==> src/rtl/enthdr_target_detect.sv <==
// enthdr_target_detect: target-side ENTHDR CCC detector. Recognises broadcast
// address + W, ACKs it, checks the following CCC and T bit, and holds HDR mode until exit.
`default_nettype none

module enthdr_target_detect #(
    parameter logic [6:0] BCAST_ADDR    = 7'h7E,
    parameter logic [7:0] HDR_SUPPORTED = 8'b0000_0001
) (
    input  logic       i_clk,
    input  logic       i_rst,
    input  logic       i_start_det,
    input  logic       i_stop_det,
    input  logic       i_scl_rise,
    input  logic       i_scl_fall,
    input  logic       i_sda,
    input  logic       i_hdr_exit,
    output logic       o_sda_pull_low,
    output logic       o_hdr_en,
    output logic [2:0] o_hdr_mode,
    output logic       o_hdr_entered,
    output logic       o_parity_err
);

    typedef enum logic [2:0] {
        S_IDLE      = 3'd0,
        S_ADDR      = 3'd1,
        S_ACK       = 3'd2,
        S_CCC       = 3'd3,
        S_TBIT      = 3'd4,
        S_WAIT_STOP = 3'd5,
        S_HDR       = 3'd6
    } state_t;

    state_t     state;
    logic [3:0] bit_cnt;
    logic [7:0] shift_reg;

    logic [7:0] shift_next;
    logic       in_frame;
    logic       parity_ok;
    logic       is_enthdr;
    logic       mode_ok;

    assign shift_next = {shift_reg[6:0], i_sda};
    // Bus conditions abort only the states that are actively decoding a frame.
    assign in_frame   = (state == S_ADDR) || (state == S_ACK) ||
                        (state == S_CCC)  || (state == S_TBIT);
    assign parity_ok  = ^{shift_reg, i_sda};
    assign is_enthdr  = (shift_reg[7:3] == 5'b00100);
    assign mode_ok    = HDR_SUPPORTED[shift_reg[2:0]];

    always_ff @(posedge i_clk or posedge i_rst) begin
        if (i_rst) begin
            state          <= S_IDLE;
            bit_cnt        <= 4'd0;
            shift_reg      <= 8'd0;
            o_sda_pull_low <= 1'b0;
            o_hdr_en       <= 1'b0;
            o_hdr_mode     <= 3'd0;
            o_hdr_entered  <= 1'b0;
            o_parity_err   <= 1'b0;
        end else begin
            o_hdr_entered <= 1'b0;
            o_parity_err  <= 1'b0;

            if (in_frame && i_stop_det) begin
                state          <= S_IDLE;
                o_sda_pull_low <= 1'b0;
            end else if (in_frame && i_start_det) begin
                state          <= S_ADDR;
                bit_cnt        <= 4'd0;
                shift_reg      <= 8'd0;
                o_sda_pull_low <= 1'b0;
            end else begin
                case (state)
                    S_IDLE: begin
                        if (i_start_det && !i_stop_det) begin
                            state     <= S_ADDR;
                            bit_cnt   <= 4'd0;
                            shift_reg <= 8'd0;
                        end
                    end
                    S_ADDR: begin
                        if (i_scl_rise) begin
                            shift_reg <= shift_next;
                            bit_cnt   <= bit_cnt + 4'd1;
                            if (bit_cnt == 4'd7) begin
                                state <= (shift_next == {BCAST_ADDR, 1'b0}) ? S_ACK : S_WAIT_STOP;
                            end
                        end
                    end
                    S_ACK: begin
                        // First falling edge starts the ACK drive, the second ends it.
                        if (i_scl_fall) begin
                            if (!o_sda_pull_low) begin
                                o_sda_pull_low <= 1'b1;
                            end else begin
                                o_sda_pull_low <= 1'b0;
                                state          <= S_CCC;
                                bit_cnt        <= 4'd0;
                            end
                        end
                    end
                    S_CCC: begin
                        if (i_scl_rise) begin
                            shift_reg <= shift_next;
                            bit_cnt   <= bit_cnt + 4'd1;
                            if (bit_cnt == 4'd7) begin
                                state <= S_TBIT;
                            end
                        end
                    end
                    S_TBIT: begin
                        if (i_scl_rise) begin
                            state <= S_WAIT_STOP;
                            if (is_enthdr && !parity_ok) begin
                                o_parity_err <= 1'b1;
                            end else if (is_enthdr && mode_ok) begin
                                state         <= S_HDR;
                                o_hdr_en      <= 1'b1;
                                o_hdr_mode    <= shift_reg[2:0];
                                o_hdr_entered <= 1'b1;
                            end
                        end
                    end
                    S_WAIT_STOP: begin
                        if (i_stop_det) begin
                            state <= S_IDLE;
                        end else if (i_start_det) begin
                            state     <= S_ADDR;
                            bit_cnt   <= 4'd0;
                            shift_reg <= 8'd0;
                        end
                    end
                    S_HDR: begin
                        if (i_hdr_exit) begin
                            state      <= S_IDLE;
                            o_hdr_en   <= 1'b0;
                            o_hdr_mode <= 3'd0;
                        end
                    end
                    default: begin
                        state <= S_IDLE;
                    end
                endcase
            end
        end
    end

endmodule

`default_nettype wire

==> config.mk <==
export PLATFORM = sky130hd
export DESIGN_NAME = enthdr_target_detect
export DESIGN_NICKNAME = d
export VERILOG_FILES = /design/src/rtl/enthdr_target_detect.sv
export SDC_FILE = /design/constraint.sdc
export NUM_CORES = 1
export LEC_CHECK = 0
export BUFFER_PORTS_ARGS = -buffer_cell sky130_fd_sc_hd__buf_2
export CAP_MARGIN = 20
export CORE_AREA = 3 3 53 103
export CTS_CLUSTER_DIAMETER = 100
export DETAILED_ROUTE_END_ITERATION = 8
export DIE_AREA = 0 0 56 106
export PLACE_DENSITY_LB_ADDON = 0.3
export SLEW_MARGIN = 20
export SYNTH_ARGS = -nofsm -noshare
export SYNTH_HDL_FRONTEND = slang
export SYNTH_SLANG_ARGS = --single-unit
==> constraint.sdc <==
create_clock -name i_clk -period 2.1 [get_ports i_clk]
set_input_delay 0.42 -clock i_clk [delete_from_list [all_inputs] [get_ports i_clk]]
set_output_delay 0.42 -clock i_clk [all_outputs]
set_load 0.1 [all_outputs]
==> out/results.tsv, run 1 <==
metric	value	unit
Slew Limit Fails	0	
PwrDens	983	nW/um2
worst slew pin tran	503	ps
VDD IR max	0.512	mV
Clock Latency Late Sink	270	ps
die area	5940	um2
xor/xnor share of the synthesized area	0.0249	
Sink Count	22	
largest family of logic cells by synthesized area	simple AND/OR/NAND/NOR gates	
Yosys reg bits	22	
area grow syn2layout	19.3	%
Synth Area in Compound Gates	0.167	
most common cell after layout, fill and taps aside	dfrtp_1	
post-synthesis cell type count	42	
Worst EP arrival	2170	ps
final hold vios	0	
status	finished clean	
Warnings, synthesis	0	
crit path time final	2020	ps
routed wire length	3250	um
max incr delay on CP	500	ps
placed wire-length estimate	2610	um
H-tree depth	1	
ANT cells	0	
Post-synth EDFFs	0	
first-pass GRT wire length	5710	um
Filler cells	504	
Root Buffer	clkbuf_8	
Total GRT Usage	0.121	
Worst Setup Path Type	reg -> reg	
gr ovfl total	0	
via density per instance	5.16	
slowest stage cell, crit path	or4_4	
GPL Wtd Cong	0.811	
post-synthesis async set-or-reset flop share	1.00	
clk buf depth	2	
FF+latch area	551	um2
final setup vio count	0	
Worst Path Max Fanout	3	
core area	4730	um2
die height	106	um
Reg-to-Reg Start	state[0]$_DFFE_PP0P_	
port bufs	14	
most frequent cells in the layout	dfrtp_1 (22), inv_1 (14), buf_2 (14)	
worst path setup slack after routing	84.6	ps
Die Width	56	um
Ports	15	
Worst Skew	2.58	ps
vias in the first global route	1253	
syn_area_per_cell	9.07	um2
Multi-input gate area	774	um2
post-synth design cell area	1410	um2
max-cap viol count	0	
ys flop type	dfrtp_1	
CTS buffer count	3	
top cell type by total area after synthesis	dfrtp_1	
net count reported at finish	193	
crit path launch	state[0]$_DFFE_PP0P_	
Post-Synth Adder-Cell Area	0.0623	
Iter 0 DRT Violations	23	
total power	1650	uW
static leakage	0.000773	uW
# DRC	0	
share of cells above drive strength 1	0.226	
Syn Inst Count	155	
simple-gate share of the synthesized area	0.238	
Post-Place Setup Slack	38.2	ps
ranking of synthesized cells by area	dfrtp_1 (39%), ha_1 (6.2%), nand3_1 (4.6%)	
# rows	35	
Final TNS setup	0	ps
sequential-to-total area share from yosys stat	0.391	
remaining antenna violation count	0	
final core occ	0.355	
pin count of the biggest net entering global routing	23	
placed cells	228	
Largest register FFs	8	
syn nets	170	
Post-Layout Cell Count	232	
cts hold-fix bufs	0	
worst hold-check path type	in -> async	
Final Cycle Share	0.960	
RSZ-0062 raised after global routing	false	
post-synth top area share	0.391	
TritonCTS clock tree	yes	
CTS clk-pin slew, worst paths	80	ps
Pre-antenna DRT Iters	4	
critical-path cell list	or3_4 > o211a_2 > or4_4 > a31oi_4 > mux2_4	
Slew HR	0.665	
mux share of post-synthesis cell area	0.0560	
Critical Path Source Type	flop	
average wire per standard cell	14.0	um
DR vias	1197	
Max Fclk	496	MHz
required time worst endpoint	2260	ps
Critical Path Sink Type	flop	
initial core utilization	0.297	
initial antenna violation count	0	
-- path summary, 6_finish.rpt --
kind,endpoint,slack (ps),cells past startpoint
worst max-delay path,o_hdr_en$_DFFE_PP0P_,80,5
worst min-delay path,shift_reg[6]$_DFFE_PP0P_,170,3
worst max register to register,o_hdr_en$_DFFE_PP0P_,80,5
worst min register to register,o_parity_err$_DFF_PP0_,490,1
max in group asynchronous,state[2]$_DFFE_PP0P_,1710,3
min in group i_clk,shift_reg[0]$_DFFE_PP0P_,390,3
-- cells by family after synthesis --
family,Yosys count
and+or+nand+nor,60
AOI/OAI and AO/OA,33
buffers and inverters,22
DFF,22
muxes,7
adders and majority gates,7
xor gates and xnor gates,4
-- final cells by class --
type | instances | share of cell area
clock buffers | 3 | 0.0246
clock inverters | 1 | 0.0179
inverters | 14 | 0.0313
multi-input cells | 111 | 0.462
flip-flops and latches | 22 | 0.328
well taps | 55 | 0.0410
repair buffers | 26 | 0.0955
-- critical path, delay by kind of cell (launching register included) --
kind | cells | cell delay [ps]
and+or+nand+nor | 2 | 900
DFF | 1 | 390
AOI/OAI and AO/OA | 2 | 320
muxes | 1 | 310
-- cells in the mapped netlist (2+ instances only) --
library cell   n
dfrtp_1       22
o2bb2ai_1      2
nor2_1         7
mux2_2         3
ha_1           7
nand2b_1       4
o21ai_0       12
nor3_1         5
clkbuf_1       6
nand4_1        2
o22ai_1        2
nand3_1       13
a21oi_1        3
inv_1         14
or3b_1         2
and3_1         2
o21ai_1        3
buf_2          2
nand2_1       10
nand3b_1       2
mux2i_1        3
nor3b_1        2
nor2b_1        6
xnor2_1        3
-- routing by layer --
| layer | GRT usage | up-vias | share of wire |
|---|---|---|---|
| met5 | 0 | - | 0 |
| met4 | 0.0696 | 0 | 0.030 |
| met3 | 0.0122 | 7 | 0.020 |
| met2 | 0.232 | 19 | 0.59 |
| met1 | 0.120 | 581 | 0.36 |
| li1 | - | 590 | - |
-- stage by stage --
step / area, um2 / hold WS (ps)
floorplan: 1410 / 409
global placement: 1600 / 470
detailed placement: 1600 / 472
CTS: 1670 / 177
global route: 1680 / 203
finish: 1680 / 171
-- where the power goes --
group          total (uW)  switching [uW]  internal, uW
clock network         397             142           255
registers             510            38.4           472
logic                 742             446           297
-- repair_timing --
item,in CTS,in global routing
setup endpoints to repair,0,1
buffers inserted,0,0
gates resized for setup,0,1
(Power assumes the default switching activity.)
==> run 2, diff against run 1 <==
- CELL_PAD_IN_SITES_DETAIL_PLACEMENT: not set -> 2
- CELL_PAD_IN_SITES_GLOBAL_PLACEMENT: not set -> 2
==> run 2 against run 1 <==
First-iteration DRC count decreased by 57%. Clock skew is 0.59 ps lower. Total power increased by 0.97%. Fmax decreased by 1.3%. Highest routed layer unchanged. Hold slack gained 15 ps. Utilization is 0.85 points higher. Final cell count rose by 0.43%. Flip-flop and latch count did not move. Routed wire length increased by 34%. Critical path type unchanged. Sequential power rose by 1%.
==> out/results.tsv, run 2 (synthesis gave the netlist of run 1 again) <==
metric	value	unit	change
status	finished clean		
Critical Path Source Type	flop		
slowest stage cell, crit path	or4_4		
Slew HR	0.665		about the same
Ports	15		unchanged
first-pass GRT wire length	7440	um	+30%
max incr delay on CP	490	ps	about the same
worst setup path endpoint	o_hdr_en$_DFFE_PP0P_		
placed cells	229		+0.44%
core area	4730	um2	unchanged
r2r endpoint	o_hdr_en$_DFFE_PP0P_		
DP Area	1620	um2	+1.2%
CTS clk-pin slew, worst paths	80	ps	about the same
post-CTS setup buffers	0		unchanged
GPL Wtd Cong	0.888		+9.5%
cell-internal power	972	uW	-5.1%
average wire per standard cell	18.7	um	+33%
TritonCTS clock tree	yes		
remaining antenna violation count	0		unchanged
Pre-antenna DRT Iters	4		unchanged
Final Cycle Share	0.972		+0.0122
Comb pwr share	0.505		+0.055
most frequent cells in the layout	dfrtp_1 (21), inv_1 (14), buf_2 (14)		
vias in the first global route	1497		+19%
Worst Setup Path Type	reg -> reg		
PwrDens	970	nW/um2	-1.4%
Slew Limit Fails	0		unchanged
final setup vio count	0		unchanged
initial core utilization	0.297		unchanged
routed wire length	4350	um	+34%
Post-Layout Cell Count	233		+0.43%
max-cap viol count	0		unchanged
share of cells above drive strength 1	0.275		+0.0493
Die Width	56	um	unchanged
Filler cells	552		+9.5%
R2R Setup Slk	60	ps	-30 ps
via density per instance	5.36		+3.9%
Max Fclk	490	MHz	-1.3%
Critical Path Sink Type	flop		
port bufs	14		unchanged
worst slew pin tran	501	ps	-1.77 ps
Worst Path Max Fanout	3		unchanged
Worst EP arrival	2200	ps	+30 ps
Sw Pwr	694	uW	+11%
ANT cells	0		unchanged
Total GRT Usage	0.159		+0.0383
Worst Skew	1.99	ps	-0.586 ps
static leakage	0.000793	uW	+2.6%
most common cell after layout, fill and taps aside	dfrtp_1		
die height	106	um	unchanged
RSZ-0062 raised after global routing	false		
Largest register FFs	8		unchanged
placed wire-length estimate	3480	um	+34%
net count reported at finish	194		+0.52%
clk buf depth	2		unchanged
crit path launch	state[1]$_DFFE_PP0P_		
crit path time final	2040	ps	+25.7 ps
worst hold-check path type	in -> async		
H-tree depth	1		unchanged
Root Buffer	clkbuf_8		
DR vias	1249		+4.3%
worst path setup slack after routing	59.0	ps	-25.7 ps
sequential share of power	0.310		about the same
CTS buffer count	3		unchanged
final instance area	1720	um2	+2.4%
# rows	35		unchanged
Reg-to-Reg Start	state[1]$_DFFE_PP0P_		
critical-path cell list	or3_4 > o211a_2 > or4_4 > a31oi_4 > mux2_4		
Post-Place Setup Slack	-13.9	ps	-52.1 ps
gr ovfl total	0		unchanged
Clock Latency Late Sink	260	ps	about the same
final hold vios	0		unchanged
initial antenna violation count	0		unchanged
die area	5940	um2	unchanged
required time worst endpoint	2250	ps	about the same
R2R depth	5		unchanged
Final TNS setup	0	ps	unchanged
Sw Ratio	0.417		+0.0370
VDD IR max	0.530	mV	+3.4%
Sink Count	22		unchanged
area grow syn2layout	22.2	%	
# DRC	0		unchanged
Iter 0 DRT Violations	10		-57%
pin count of the biggest net entering global routing	23		unchanged
clock share of power	0.185		-0.056
-- run 2: how the worst min path moves through the flow --
stage	start	endpoint	slack [ps]	depth (start not counted)
global placement	shift_reg[7]$_DFFE_PP0P_	o_parity_err$_DFF_PP0_	460	1
CTS	i_rst	o_hdr_mode[0]$_DFFE_PP0P_	190	3
floorplan	i_rst	bit_cnt[0]$_DFFE_PP0P_	410	1
global route	i_rst	o_hdr_mode[2]$_DFFE_PP0P_	210	3
detailed placement	shift_reg[7]$_DFFE_PP0P_	o_parity_err$_DFF_PP0_	480	1
finish	i_rst	o_hdr_mode[0]$_DFFE_PP0P_	190	3
-- run 2: stage by stage --
step                 util  total power [uW]  hold slack, ps
floorplan               -              1060             409
global placement    0.343              1280             462
detailed placement  0.343              1340             476
CTS                 0.358              1670             192
global route        0.363              1790             209
finish              0.363              1670             186
-- run 2: power by group through the flow --
| stage | registers (uW) | logic (uW) | clock network, uW |
|---|---|---|---|
| 2_1_floorplan | 577 | 478 | 0 |
| 3_3_place_gp | 517 | 767 | 0 |
| 3_5_place_dp | 523 | 813 | 0 |
| 4_1_cts | 515 | 832 | 324 |
| 5_1_grt | 523 | 924 | 341 |
| 6_report | 517 | 841 | 308 |
-- run 2: routing by layer --
metal,routed length [um],part of all wire,global-route usage,vias up
met1,1550,0.36,0.161,639
met3,72,0.017,0.0134,6
li1,-,-,-,591
met2,2650,0.61,0.317,13
met5,0,0,0,-
met4,84,0.019,0.0628,0
-- run 2: critical path: cells and delay by family (launching register included) --
family / cells / cell delay (ps)
AND/OR/NAND/NOR: 2 / 880
flip-flops: 1 / 410
multiplexers: 1 / 310
AO/OA/AOI/OAI: 2 / 320
-- run 2: timing repair --
item                                   CTS  global route
setup endpoints to repair                2             3
endpoints found under the hold margin    0             0
gates resized for setup                  3             7
hold buffers                             0             0
-- run 2: layout make-up --
type / instances / area, um2 / area share
multi-input combinational: 111 / 810 / 0.471
sequential: 22 / 552 / 0.321
timing repair buffer: 27 / 180 / 0.105
tap: 55 / 68.8 / 0.0401
clock buffer: 4 / 55.1 / 0.0320
inverter: 14 / 52.6 / 0.0306
